$ cat config.mk
export PLATFORM = sky130hd
export DESIGN_NAME = timer_dev
export DESIGN_NICKNAME = d
export VERILOG_FILES = /design/src/rtl/timer_dev.sv
export SDC_FILE = /design/constraint.sdc
export NUM_CORES = 1
export LEC_CHECK = 0
export ABC_AREA = 1
export BUFFER_PORTS_ARGS = -buffer_cell sky130_fd_sc_hd__buf_4
export CORE_MARGIN = 2
export CORE_UTILIZATION = 62
export DETAILED_ROUTE_END_ITERATION = 8
export GPL_TIMING_DRIVEN = 0
export PLACE_DENSITY = 0.86
export SETUP_SLACK_MARGIN = 0.05
export SYNTH_ARGS = -nofsm -noshare
export SYNTH_HDL_FRONTEND = slang
export SYNTH_SLANG_ARGS = --single-unit
$ cat constraint.sdc
create_clock -name clk -period 2.7 [get_ports clk]
set_input_delay 0.135 -clock clk [delete_from_list [all_inputs] [get_ports clk]]
set_output_delay 0.135 -clock clk [all_outputs]
set_load 0.1 [all_outputs]
$ cat src/rtl/timer_dev.sv
// Memory-mapped countdown timer with one-shot and auto-reload modes.
// Drives a level interrupt into a CP0 hardware-interrupt line.
module timer_dev #(
    parameter logic [31:0] PRESET_INIT = 32'd0
) (
    input  logic        clk,
    input  logic        rst,
    input  logic [1:0]  addr,
    input  logic        we,
    input  logic [31:0] din,
    output logic [31:0] dout,
    output logic        irq
);

    typedef enum logic [1:0] {
        IDLE = 2'd0,
        LOAD = 2'd1,
        CNT  = 2'd2,
        INT  = 2'd3
    } state_t;

    state_t      state_r;
    state_t      state_s;
    logic [3:0]  ctrl_r;
    logic [3:0]  ctrl_s;
    logic [31:0] preset_r;
    logic [31:0] preset_s;
    logic [31:0] count_r;
    logic [31:0] count_s;
    logic        pend_r;
    logic        pend_s;
    logic        en_clr_s;
    logic        pend_set_s;
    logic        ctrl_wr_s;
    logic        preset_wr_s;
    logic        reload_mode_s;

    assign ctrl_wr_s     = we & (addr == 2'd0);
    assign preset_wr_s   = we & (addr == 2'd1);
    assign reload_mode_s = (ctrl_r[2:1] == 2'b01);

    // Countdown sequencing: next state, next COUNT and the INT side effects.
    always_comb begin
        state_s    = state_r;
        count_s    = count_r;
        en_clr_s   = 1'b0;
        pend_set_s = 1'b0;
        case (state_r)
            IDLE: begin
                if (ctrl_r[0]) begin
                    state_s = LOAD;
                end else begin
                    state_s = IDLE;
                end
            end
            LOAD: begin
                count_s = preset_r;
                state_s = CNT;
            end
            CNT: begin
                // A zero preset lands here with COUNT=0 and expires like a preset of 1.
                if (!ctrl_r[0]) begin
                    state_s = IDLE;
                end else if (count_r <= 32'd1) begin
                    count_s = 32'd0;
                    state_s = INT;
                end else begin
                    count_s = count_r - 32'd1;
                    state_s = CNT;
                end
            end
            INT: begin
                if (reload_mode_s) begin
                    state_s = LOAD;
                end else begin
                    en_clr_s   = 1'b1;
                    pend_set_s = 1'b1;
                    state_s    = IDLE;
                end
            end
            default: begin
                state_s = IDLE;
            end
        endcase
    end

    // Register updates where a bus write outranks the automatic INT effects.
    always_comb begin
        ctrl_s   = ctrl_r;
        preset_s = preset_r;
        pend_s   = pend_r;
        if (ctrl_wr_s) begin
            ctrl_s = din[3:0];
        end else if (en_clr_s) begin
            ctrl_s = {ctrl_r[3:1], 1'b0};
        end else begin
            ctrl_s = ctrl_r;
        end
        if (preset_wr_s) begin
            preset_s = din;
        end else begin
            preset_s = preset_r;
        end
        if (ctrl_wr_s | preset_wr_s) begin
            pend_s = 1'b0;
        end else if (pend_set_s) begin
            pend_s = 1'b1;
        end else begin
            pend_s = pend_r;
        end
    end

    // State and register storage.
    always_ff @(posedge clk or negedge rst) begin
        if (!rst) begin
            state_r  <= IDLE;
            ctrl_r   <= 4'd0;
            preset_r <= PRESET_INIT;
            count_r  <= 32'd0;
            pend_r   <= 1'b0;
        end else begin
            state_r  <= state_s;
            ctrl_r   <= ctrl_s;
            preset_r <= preset_s;
            count_r  <= count_s;
            pend_r   <= pend_s;
        end
    end

    // Zero-wait-state read mux.
    always_comb begin
        dout = 32'd0;
        case (addr)
            2'd0:    dout = {28'd0, ctrl_r};
            2'd1:    dout = preset_r;
            2'd2:    dout = count_r;
            default: dout = 32'd0;
        endcase
    end

    assign irq = ctrl_r[3] & ((state_r == INT) | pend_r);

endmodule
==> flow_summary_export.csv, run 1 <==
group,metric,value,unit
outcome,status,"finished clean",
min_path,min_to,"preset_r[9]",
synthesis,ys_seq_area_share,40.0,%
synthesis,synth_top_cell_by_area,"dfrtp_1",
run,cap_violations,0,
synthesis,synth_fp_nets,631,
place,io_buffers,69,
routing,routed_wirelength,12900,um
power,p_leak,2.57,nW
sta,setup-violations-final,0,
global_routing,antenna_found_initial,0,
synthesis,synth_seq_cells,71,
layout,layout.cells.non_filler,774,
synthesis,syn_inst,592,
setup_path,critPathMaxStageDelay,0.42,ns
setup_path,required,2.95,ns
synthesis,synth_flop_cell,"dfrtp_1",
sta,fmax,522,MHz
floorplanning,die_h,88.6,um
min_path,hold_depth,2,
setup_path,reg2reg_depth,10,
setup_path,critPathLaunchType,"register",
setup_path,critical_path.cell_chain,"inv_1, ha_1, nand2_4, nor2_4, nor2_4, o21bai_4, buf_6, o21bai_1, nand2_1, nand2_1",
layout,antenna_cells,0,
sta,finalMaxSlewViolations,0,
layout,drive_gt1_share,23.3,%
sta,period_minus_slack,1.92,ns
setup_path,crit_path_end_kind,"register",
layout,fillCellCount,539,
setup_path,rrSetupSlack,0.78,ns
power,p_per_area,1100,mW/mm2
sta,period_share,71.0,%
cts,cts_tree,"yes",
cts,numCtsBuffers,9,
cts,clk_pin_slew,0.08,ns
layout,nets,712,
floorplanning,start_util,64.6,%
place,hpwl,9350,um
synthesis,syn-cell-area,0.00444,mm2
power,power,5.88,mW
routing,drt_iter0_drc,346,
place,post-place-ws,0.828,ns
floorplanning,ios,70,
routing,via_count,4287,
min_path,worstHoldStart,"din[9]",
place,dp_cells,757,
setup_path,cp.arrival,2.17,ns
global_routing,grt.total_usage,34.9,%
setup_path,cp_slowest_cell,"dfrtp_1",
global_routing,grt_pass1_vias,4244,
synthesis,synth_edf_count,0,
layout,areaGrowthSynthToFinish,19.8,%
global_routing,grt_pass1_wl,20400,um
floorplanning,core,0.00687,mm2
sta,finalHoldViolCount,0,
cts,cts_root_buffer,"clkbuf_8",
cts,clock_path_buffers,2,
synthesis,ys_warn_count,0,
sta,rsz0062_at_grt,"no",
setup_path,reg2reg_to,"count_r[31]",
routing,firstDrtPassIters,5,
cts,clkSinkCount,71,
cts,htreeDepth,3,
sta,relSlewSlack,37.5,%
floorplanning,die_w,88.6,um
synthesis,syn_area_per_cell,7.50,um2
routing,viasPerCell,5.54,
routing,drc,0,
cts,insertion_delay,0.36,ns
synthesis,yosysTopAreaCellShare,40.0,%
layout,final_util,77.4,%
global_routing,grt-ovfl-total,0,
setup_path,cp_max_fo,10,
sta,skew,0.00861,ns
setup_path,crit_type,"register to register",
setup_path,worstReg2RegStart,"count_r[0]",
synthesis,synth_cell_type_count,32,
sta,setup_slack,0.784,ns
sta,whs,0.00459,ns
power,peakVddDrop,677,uV
synthesis,async_flop_share,100,%
routing,final_antenna_net_count,0,
routing,wl_per_cell,16.7,um
sta,tightestPinTransition,0.938,ns
synthesis,synth_area_leaders,"dfrtp_1, nand2_1, mux2_2",
place,place_congestion,0.995,
cts,cts_resized,0,
floorplanning,core.rowCount,30,
min_path,hold_path.class,"primary input to register",
floorplanning,die_area,0.00785,mm2
global_routing,grt_max_degree,72,
[how the worst max path moves through the flow]
stage / from / end / slack (ns) / cells past startpoint
3_3_place_gp: count_r[0] / count_r[31] / 0.86 / 10
6_report: count_r[0] / count_r[31] / 0.78 / 10
5_1_grt: count_r[0] / count_r[31] / 0.67 / 10
2_1_floorplan: addr[0] / dout[17] / -0.03 / 4
4_1_cts: count_r[0] / count_r[31] / 0.80 / 10
3_5_place_dp: count_r[0] / count_r[11] / 0.83 / 10
[cells in the mapped netlist (3+ instances only)]
library cell and count:
o21ai_1 9, nor2_2 4, nor2_4 7, clkbuf_1 13, o211ai_1 3, nand2_2 12, a22oi_2 5, buf_2 7
dfrtp_1 71, mux2_2 27, a21oi_2 5, a21oi_1 4, o21ai_0 45, nand3_1 21, nor2_1 64, xor2_1 22
inv_1 41, nand2_1 214
[critical path, delay by kind of cell, from the launching register on]
family	cells	cell delay, ns
adder cells (fa/ha/maj)	1	0.25
buffers and inverters	2	0.32
flip-flops	1	0.42
AND/OR/NAND/NOR	5	0.48
AO/OA/AOI/OAI	2	0.34
[sequential cells by signal (all words and copies together) (netlist names)]
register / cells
count_r: 32
ctrl_r: 4
pend_r: 1
preset_r: 32
state_r: 2
[metrics by stage]
step           TNS [ns]  cell area [um2]
3_5_place_dp          0             5080
6_report              0             5320
3_3_place_gp          0             5080
4_1_cts               0             5320
5_1_grt               0             5320
2_1_floorplan    -0.374             4440
[final cells by class]
type	instances	area (um2)	area share, %
multi-input cells	457	2390	44.9
flip-flops and latches	71	1780	33.4
repair buffers	70	528	9.93
inverters	42	158	2.96
clock buffers	11	151	2.85
well taps	96	120	2.26
plain buffers	22	115	2.16
clock inverters	5	80.1	1.51
[placed cells by master (no fill, tap or decap), drive strengths merged, types with 2 or more instances in the layout]
| master | instances |
|---|---|
| ha | 2 |
| o21ai | 54 |
| a21oi | 9 |
| dfrtp | 71 |
| nor2 | 76 |
| clkinvlp | 2 |
| clkbuf | 24 |
| o211ai | 3 |
| buf | 78 |
| inv | 41 |
| nand2 | 227 |
| o21bai | 3 |
| nor3 | 2 |
| mux2 | 27 |
| xor2 | 22 |
| a22oi | 6 |
| and2 | 2 |
| nand3 | 22 |
| bufinv | 2 |
| clkinv | 2 |
[report_power, final]
part / internal (mW) / switching [mW] / leakage [nW]
registers: 1.42 / 0.394 / 0.858
clock network: 0.569 / 0.430 / 0.112
logic: 0.919 / 2.15 / 1.60
[kinds of logic (layout without fill, tap and decap cells)]
group           count (synthesis)  in the layout  synth area share (%)
compound gates                 76             76                  10.5
fa+ha+maj                       2              2                 0.564
mux                            27             27                  6.85
buf+inv                        64            150                  6.14
simple gates                  329            329                  31.3
flops                          71             71                  40.0
xor+xnor                       23             23                  4.54
[per-layer routing]
layer	vias to the layer above	GRT usage, %	routed length (um)
met1	2012	46.6	5560
met5	-	0	0
met3	40	3.82	782
li1	2036	-	-
met2	199	57.9	6170
met4	0	14.9	418
[repair_timing]
item / CTS / global route
setup buffers: 0 / 0
hold endpoints to repair: 71 / 0
hold buffers: 1 / 0
No activity file was read; power rests on OpenSTA's default activity.
==> inputs of run 2 (changes only) <==
--- a/config.mk
+++ b/config.mk
@@ -8,10 +8,10 @@
 export ABC_AREA = 1
 export BUFFER_PORTS_ARGS = -buffer_cell sky130_fd_sc_hd__buf_4
 export CORE_MARGIN = 2
-export CORE_UTILIZATION = 62
+export CORE_UTILIZATION = 52
 export DETAILED_ROUTE_END_ITERATION = 8
 export GPL_TIMING_DRIVEN = 0
-export PLACE_DENSITY = 0.86
+export PLACE_DENSITY = 0.77
 export SETUP_SLACK_MARGIN = 0.05
 export SYNTH_ARGS = -nofsm -noshare
 export SYNTH_HDL_FRONTEND = slang
==> constraint.sdc (replaced) <==
create_clock -name clk -period 1.7 [get_ports clk]
set_input_delay 0.085 -clock clk [delete_from_list [all_inputs] [get_ports clk]]
set_output_delay 0.085 -clock clk [all_outputs]
set_load 0.1 [all_outputs]
==> flow_summary_export.csv, run 2 (synthesized netlist as in run 1, its figures left out) <==
group,metric,value,unit
setup_path,reg2reg_depth,8,
cts,insertion_delay,0.35,ns
layout,fin_area,0.00641,mm2
place,place_congestion,0.896,
place,hpwl,9230,um
floorplanning,ios,70,
power,p_per_area,1710,mW/mm2
cts,clkSinkCount,71,
setup_path,crit_path_end_kind,"register",
global_routing,grt-ovfl-total,0,
min_path,min_to,"preset_r[1]",
global_routing,grt.total_usage,31.9,%
setup_path,cp_max_fo,4,
global_routing,grt_use_met3,5.97,%
global_routing,grt_pass1_wl,22000,um
sta,finalMaxSlewViolations,0,
global_routing,met2_usage,52.0,%
sta,period_share,104,%
setup_path,critical_path.cell_chain,"nor2_1, nand2_2, nor2_4, nand2_2, nor2_4, xor2_1, nand2_2, a21oi_2",
place,io_buffers,69,
sta,setup_tns,-0.312,ns
global_routing,grt_pass1_vias,4439,
setup_path,cp_common_cell,"nand2_2",
floorplanning,die_w,96.4,um
sta,setup-violations-final,13,
outcome,status,"finished with violations",
setup_path,reg2reg_to,"count_r[27]",
global_routing,antenna_found_initial,0,
setup_path,worstReg2RegStart,"count_r[2]",
sta,setup_slack,-0.0617,ns
cts,clk_pin_slew,0.09,ns
layout,layout_commonest_cell,"nand2_1",
sta,period_minus_slack,1.76,ns
sta,whs,-0.000700,ns
layout,antenna_cells,0,
floorplanning,die_area,0.00929,mm2
routing,drt_iter0_drc,344,
place,dp_cells,766,
routing,wl_per_cell,17.1,um
layout,mostFrequentLayoutCells,"nand2_1, buf_4, dfrtp_1",
routing,firstDrtPassIters,6,
floorplanning,core,0.00826,mm2
floorplanning,start_util,53.8,%
cts,cts_root_buffer,"clkbuf_8",
floorplanning,core.rowCount,33,
sta,tightestPinTransition,0.940,ns
floorplanning,die_h,96.4,um
min_path,hold_depth,3,
cts,clock_path_buffers,2,
run,cap_violations,0,
setup_path,critPathLaunchType,"register",
sta,rsz0062_at_grt,"yes",
cts,htreeDepth,3,
setup_path,rrSetupSlack,-0.06,ns
routing,drc,0,
layout,final_util,77.7,%
setup_path,cp_slowest_cell,"dfrtp_1",
sta,finalHoldViolCount,1,
min_path,hold_path.class,"primary input to register",
routing,via_count,4654,
outcome,failed_checks,"negative hold slack, negative setup slack",
setup_path,crit_type,"register to register",
place,placed_area,0.00512,mm2
layout,areaGrowthSynthToFinish,44.5,%
global_routing,busiest_layer,"met2",
cts,cts_tree,"yes",
global_routing,grt_use_met1,41.6,%
routing,routed_wirelength,14600,um
setup_path,cp.arrival,2.04,ns
cts,numCtsBuffers,9,
min_path,worstHoldStart,"din[1]",
layout,drive_gt1_share,39.5,%
layout,layout.cells.non_filler,855,
global_routing,grt_max_degree,72,
layout,reg_top3,"count_r: 32 flops, preset_r: 32 flops, ctrl_r: 4 flops",
routing,viasPerCell,5.44,
setup_path,required,1.98,ns
routing,final_antenna_net_count,0,
sta,relSlewSlack,37.3,%
power,peakVddDrop,1020,uV
sta,skew,0.0145,ns
sta,fmax,568,MHz
setup_path,critPathMaxStageDelay,0.44,ns
power,p_leak,3.07,nW
layout,nets,784,
## run 2: changes by cell type in the layout (fill, tap and decap cells not counted), moves of 6 or more
cell / before / now
nor2_1: 64 / 39
clkbuf_1: 13 / 7
buf_4: 69 / 99
inv_1: 41 / 33
nand2_1: 214 / 193
dlygate4sd3_1: 1 / 29
buf_6: 1 / 12
nand2_2: 12 / 24
nor2_4: 7 / 21
o21ai_2: 0 / 19
nor2_2: 4 / 16
o21ai_0: 43 / 20
nand2_4: 1 / 9
inv_2: 0 / 8
## run 2: routing by layer
metal,part of all wire [%],routed length (um),vias up
met5,0,0,-
met4,3.0,442,0
met3,6.9,1010,42
met2,49,7140,209
met1,41,6050,2226
li1,-,-,2177
## run 2: repair_timing
| action | 4_1_cts | 5_1_grt |
|---|---|---|
| hold buffers | 29 | 0 |
| pin swaps | 29 | 40 |
| resized for setup | 53 | 83 |
| setup endpoints to repair | 33 | 43 |
| hold endpoints to repair | 99 | 0 |
| gates cloned | 3 | 0 |
| buffers inserted | 28 | 15 |
## run 2: through the flow
stage	setup slack, ns	power (mW)
4_1_cts	-0.00767	10.1
5_1_grt	-0.136	11.6
6_report	-0.0617	11.0
3_3_place_gp	-0.134	7.56
3_5_place_dp	-0.187	7.71
2_1_floorplan	-0.274	6.55
## run 2: power by group
group | switching, mW | internal, mW
Sequential | 0.693 | 2.26
Combinational | 4.11 | 2.31
Clock | 0.689 | 0.905
Total | 5.50 | 5.48
## run 2: worst max-delay path: cells and delay by family (launching register included)
family           cells  cell delay (ns)
AND/OR/NAND/NOR      6             0.94
flip-flops           1             0.44
XOR/XNOR             1             0.19
AO/OA/AOI/OAI        1             0.11
## run 2: cell type report
cell class	count	area (um2)
Multi-Input combinational cell	458	2780
Tap cell	105	131
Buffer	21	116
Clock buffer	11	151
Sequential cell	71	1780
Clock inverter	5	80.1
Fill cell	595	1840
Inverter	42	159
Timing Repair Buffer	142	1210
## run 2: how the worst max path moves through the flow
| stage | end | slack, ns | startpoint | depth (start not counted) |
|---|---|---|---|---|
| finish | count_r[27] | -0.06 | count_r[2] | 8 |
| global placement | count_r[31] | -0.13 | count_r[0] | 10 |
| floorplan | dout[3] | -0.27 | count_r[3] | 2 |
| detailed placement | count_r[31] | -0.19 | count_r[0] | 10 |
| global route | count_r[27] | -0.14 | count_r[2] | 8 |
| CTS | count_r[26] | -0.008 | count_r[7] | 10 |
==> inputs of run 3 (changes only) <==
--- a/config.mk
+++ b/config.mk
@@ -5,10 +5,9 @@
 export SDC_FILE = /design/constraint.sdc
 export NUM_CORES = 1
 export LEC_CHECK = 0
-export ABC_AREA = 1
 export BUFFER_PORTS_ARGS = -buffer_cell sky130_fd_sc_hd__buf_4
 export CORE_MARGIN = 2
-export CORE_UTILIZATION = 52
+export CORE_UTILIZATION = 51
 export DETAILED_ROUTE_END_ITERATION = 8
 export GPL_TIMING_DRIVEN = 0
 export PLACE_DENSITY = 0.77
==> constraint.sdc (replaced) <==
create_clock -name clk -period 1.7 [get_ports clk]
set_input_delay 0 -clock clk [delete_from_list [all_inputs] [get_ports clk]]
set_output_delay 0 -clock clk [all_outputs]
set_load 0.02 [all_outputs]
==> flow_summary_export.csv, run 3 <==
group,metric,value,unit
min_path,hold_path.class,"primary input to register",
cts,cts_root_buffer,"clkbuf_8",
power,seqPwrFrac,33.6,%
sta,period_share,143,%
power,clkPwrFrac,15.5,%
synthesis,yosysTopAreaCellShare,44.3,%
synthesis,syn_inst,397,
layout,antenna_cells,0,
setup_path,reg2reg_depth,8,
setup_path,rrSetupSlack,-0.73,ns
routing,drt_iter0_drc,652,
setup_path,cp_slowest_cell,"or4_4",
cts,clock_path_buffers,2,
routing,wl_per_cell,21.8,um
layout,areaGrowthSynthToFinish,48.3,%
layout,final_util,77.3,%
global_routing,grt-ovfl-total,0,
min_path,min_to,"ctrl_r[1]",
synthesis,synth_flop_cell,"dfrtp_1",
place,dp_cells,567,
power,p_leak,2.55,nW
synthesis,ys_top_cells_by_count,"dfrtp_1, mux2_2, a22o_1",
sta,fmax,411,MHz
layout,layout.cells.non_filler,654,
place,io_buffers,68,
power,sw_frac_of_total,43.4,%
synthesis,ys_seq_area_share,44.3,%
synthesis,async_flop_share,100,%
sta,tightestPinTransition,0.906,ns
run,cap_violations,0,
cts,cts_tree,"yes",
floorplanning,ios,70,
power,peakVddDrop,917,uV
layout,nets,586,
sta,setup-violations-final,33,
synthesis,synth_edf_count,0,
global_routing,grt_pass1_vias,4172,
setup_path,required,1.92,ns
layout,layout_commonest_cell,"buf_4",
cts,insertion_delay,0.37,ns
setup_path,cp.arrival,2.66,ns
setup_path,cp_max_fo,2,
global_routing,grt_pass1_wl,21400,um
power,internal-power,5.27,mW
setup_path,crit_path_end_kind,"register",
setup_path,critPathLaunchType,"register",
cts,clk_pin_slew,0.08,ns
synthesis,ys_warn_count,0,
sta,finalMaxSlewViolations,0,
synthesis,synth_seq_cells,71,
layout,fillCellCount,502,
sta,finalHoldViolCount,0,
routing,final_antenna_net_count,0,
synthesis,syn_area_per_cell,10.1,um2
setup_path,critPathMaxStageDelay,0.58,ns
routing,viasPerCell,6.48,
outcome,failed_checks,"negative setup slack",
layout,mostFrequentLayoutCells,"buf_4, dfrtp_1, mux2_2",
sta,period_minus_slack,2.43,ns
place,place_congestion,0.972,
floorplanning,die_h,92.6,um
setup_path,crit_family,"simple AND/OR/NAND/NOR gates",
routing,routed_wirelength,14200,um
routing,drc,0,
place,hpwl,7950,um
power,switchingPower,4.05,mW
cts,clkSinkCount,71,
synthesis,synth_area_leaders,"dfrtp_1, mux2_2, a22o_1",
sta,setup_slack,-0.733,ns
sta,relSlewSlack,39.6,%
setup_path,worstReg2RegStart,"count_r[12]",
floorplanning,die_area,0.00858,mm2
setup_path,critPathBufInv,2,
setup_path,critical_path.cell_chain,"or4_4, or4_4, nor3_4, buf_4, buf_6, o211ai_1, nand3_1, o311ai_0",
cts,numCtsBuffers,9,
synthesis,synth_top_cell_by_area,"dfrtp_1",
floorplanning,die_w,92.6,um
routing,via_count,4236,
global_routing,antenna_found_initial,0,
routing,firstDrtPassIters,6,
power,comb_power_share,50.9,%
power,p_per_area,1570,mW/mm2
global_routing,grt_max_degree,72,
outcome,status,"finished with violations",
global_routing,grt.total_usage,32.7,%
layout,reg_top3,"count_r: 32 flops, preset_r: 32 flops, ctrl_r: 4 flops",
synthesis,synth_most_common_cell,"dfrtp_1",
synthesis,synth_cell_type_count,53,
sta,skew,0.0110,ns
sta,whs,0.124,ns
setup_path,crit_type,"register to register",
setup_path,reg2reg_to,"count_r[24]",
sta,rsz0062_at_grt,"yes",
floorplanning,start_util,52.1,%
synthesis,syn-cell-area,0.00401,mm2
min_path,worstHoldStart,"addr[0]",
min_path,hold_depth,3,
synthesis,synth_fp_nets,436,
floorplanning,core,0.00769,mm2
cts,htreeDepth,3,
layout,drive_gt1_share,45.7,%
floorplanning,core.rowCount,32,
setup_path,cp_common_cell,"or4_4",
## run 3: cell count changes in the layout (fill, tap and decap cells not counted), sizes merged, moves of 13 or more
cell   change
nor2      -63
a22o      +33
xor2      -22
inv       -31
nand2    -196
nor3      +13
o21ai     -35
## run 3: layout make-up
type / instances / area, um2 / area share [%]
Multi-Input combinational cell: 287 / 2410 / 40.6
Sequential cell: 71 / 1790 / 30.1
Timing Repair Buffer: 141 / 1200 / 20.2
Buffer: 27 / 170 / 2.86
Clock buffer: 13 / 169 / 2.84
Tap cell: 102 / 128 / 2.15
Clock inverter: 3 / 40.0 / 0.674
Inverter: 10 / 37.5 / 0.632
## run 3: through the flow
| step | total power [mW] | worst slack, ns | instance area (um2) | TNS, ns |
|---|---|---|---|---|
| 2_1_floorplan | 5.14 | -0.530 | 4060 | -12.09 |
| 3_3_place_gp | 6.14 | -0.799 | 4700 | -29.07 |
| 3_5_place_dp | 6.26 | -0.834 | 4700 | -31.24 |
| 4_1_cts | 8.72 | -0.650 | 5760 | -17.36 |
| 5_1_grt | 9.68 | -0.808 | 5940 | -21.29 |
| 6_report | 9.32 | -0.733 | 5940 | -19.94 |
## run 3: per-layer routing
layer  GRT usage [%]  vias up  routed length [um]
li1                -     1821                   -
met1            41.9     2037                5470
met2            50.5      303                6630
met3            7.24       75                1440
met4            20.0        0                 705
met5               0        -                   0
## run 3: power groups by stage
stage                     logic [mW]  clock network (mW)  registers, mW
after floorplan                 2.35                   0           2.79
final                           4.75                1.45           3.13
after CTS                       4.25                1.44           3.04
after detailed placement        3.27                   0           2.99
after global placement          3.20                   0           2.95
after global routing            4.97                1.53           3.18
## run 3: worst min-delay path, delay by kind of cell
| family | cells | cell delay (ns) |
|---|---|---|
| mux | 1 | 0.24 |
| buf+inv | 1 | 0.12 |
| simple gates | 1 | 0.10 |
## run 3: kinds of logic (layout without fill, tap and decap cells)
group / count (synthesis) / count (layout) / synth area share [%]
compound gates: 118 / 118 / 22.0
fa+ha+maj: 2 / 2 / 0.624
buf+inv: 40 / 194 / 4.09
flops: 71 / 71 / 44.3
mux: 41 / 41 / 11.4
simple gates: 125 / 126 / 17.5
## run 3: worst max-delay path by stage
stage                           start           to  slack, ns  cells after the start
after detailed placement   count_r[0]  count_r[30]      -0.83                      8
after floorplan           count_r[15]  count_r[25]      -0.53                      6
after CTS                 count_r[26]   count_r[5]      -0.65                      7
final                     count_r[12]  count_r[24]      -0.73                      8
after global placement     count_r[0]  count_r[30]      -0.80                      8
after global routing      count_r[26]  count_r[24]      -0.81                      8
## run 3: what timing repair did
action                                  4_1_cts  5_1_grt
gates cloned                                  4        0
pin swaps                                    25       18
endpoints found under the setup margin       55       63
hold buffers                                 34        0
setup buffers                                30        9
endpoints found under the hold margin       108        0
gates resized for setup                      85       41
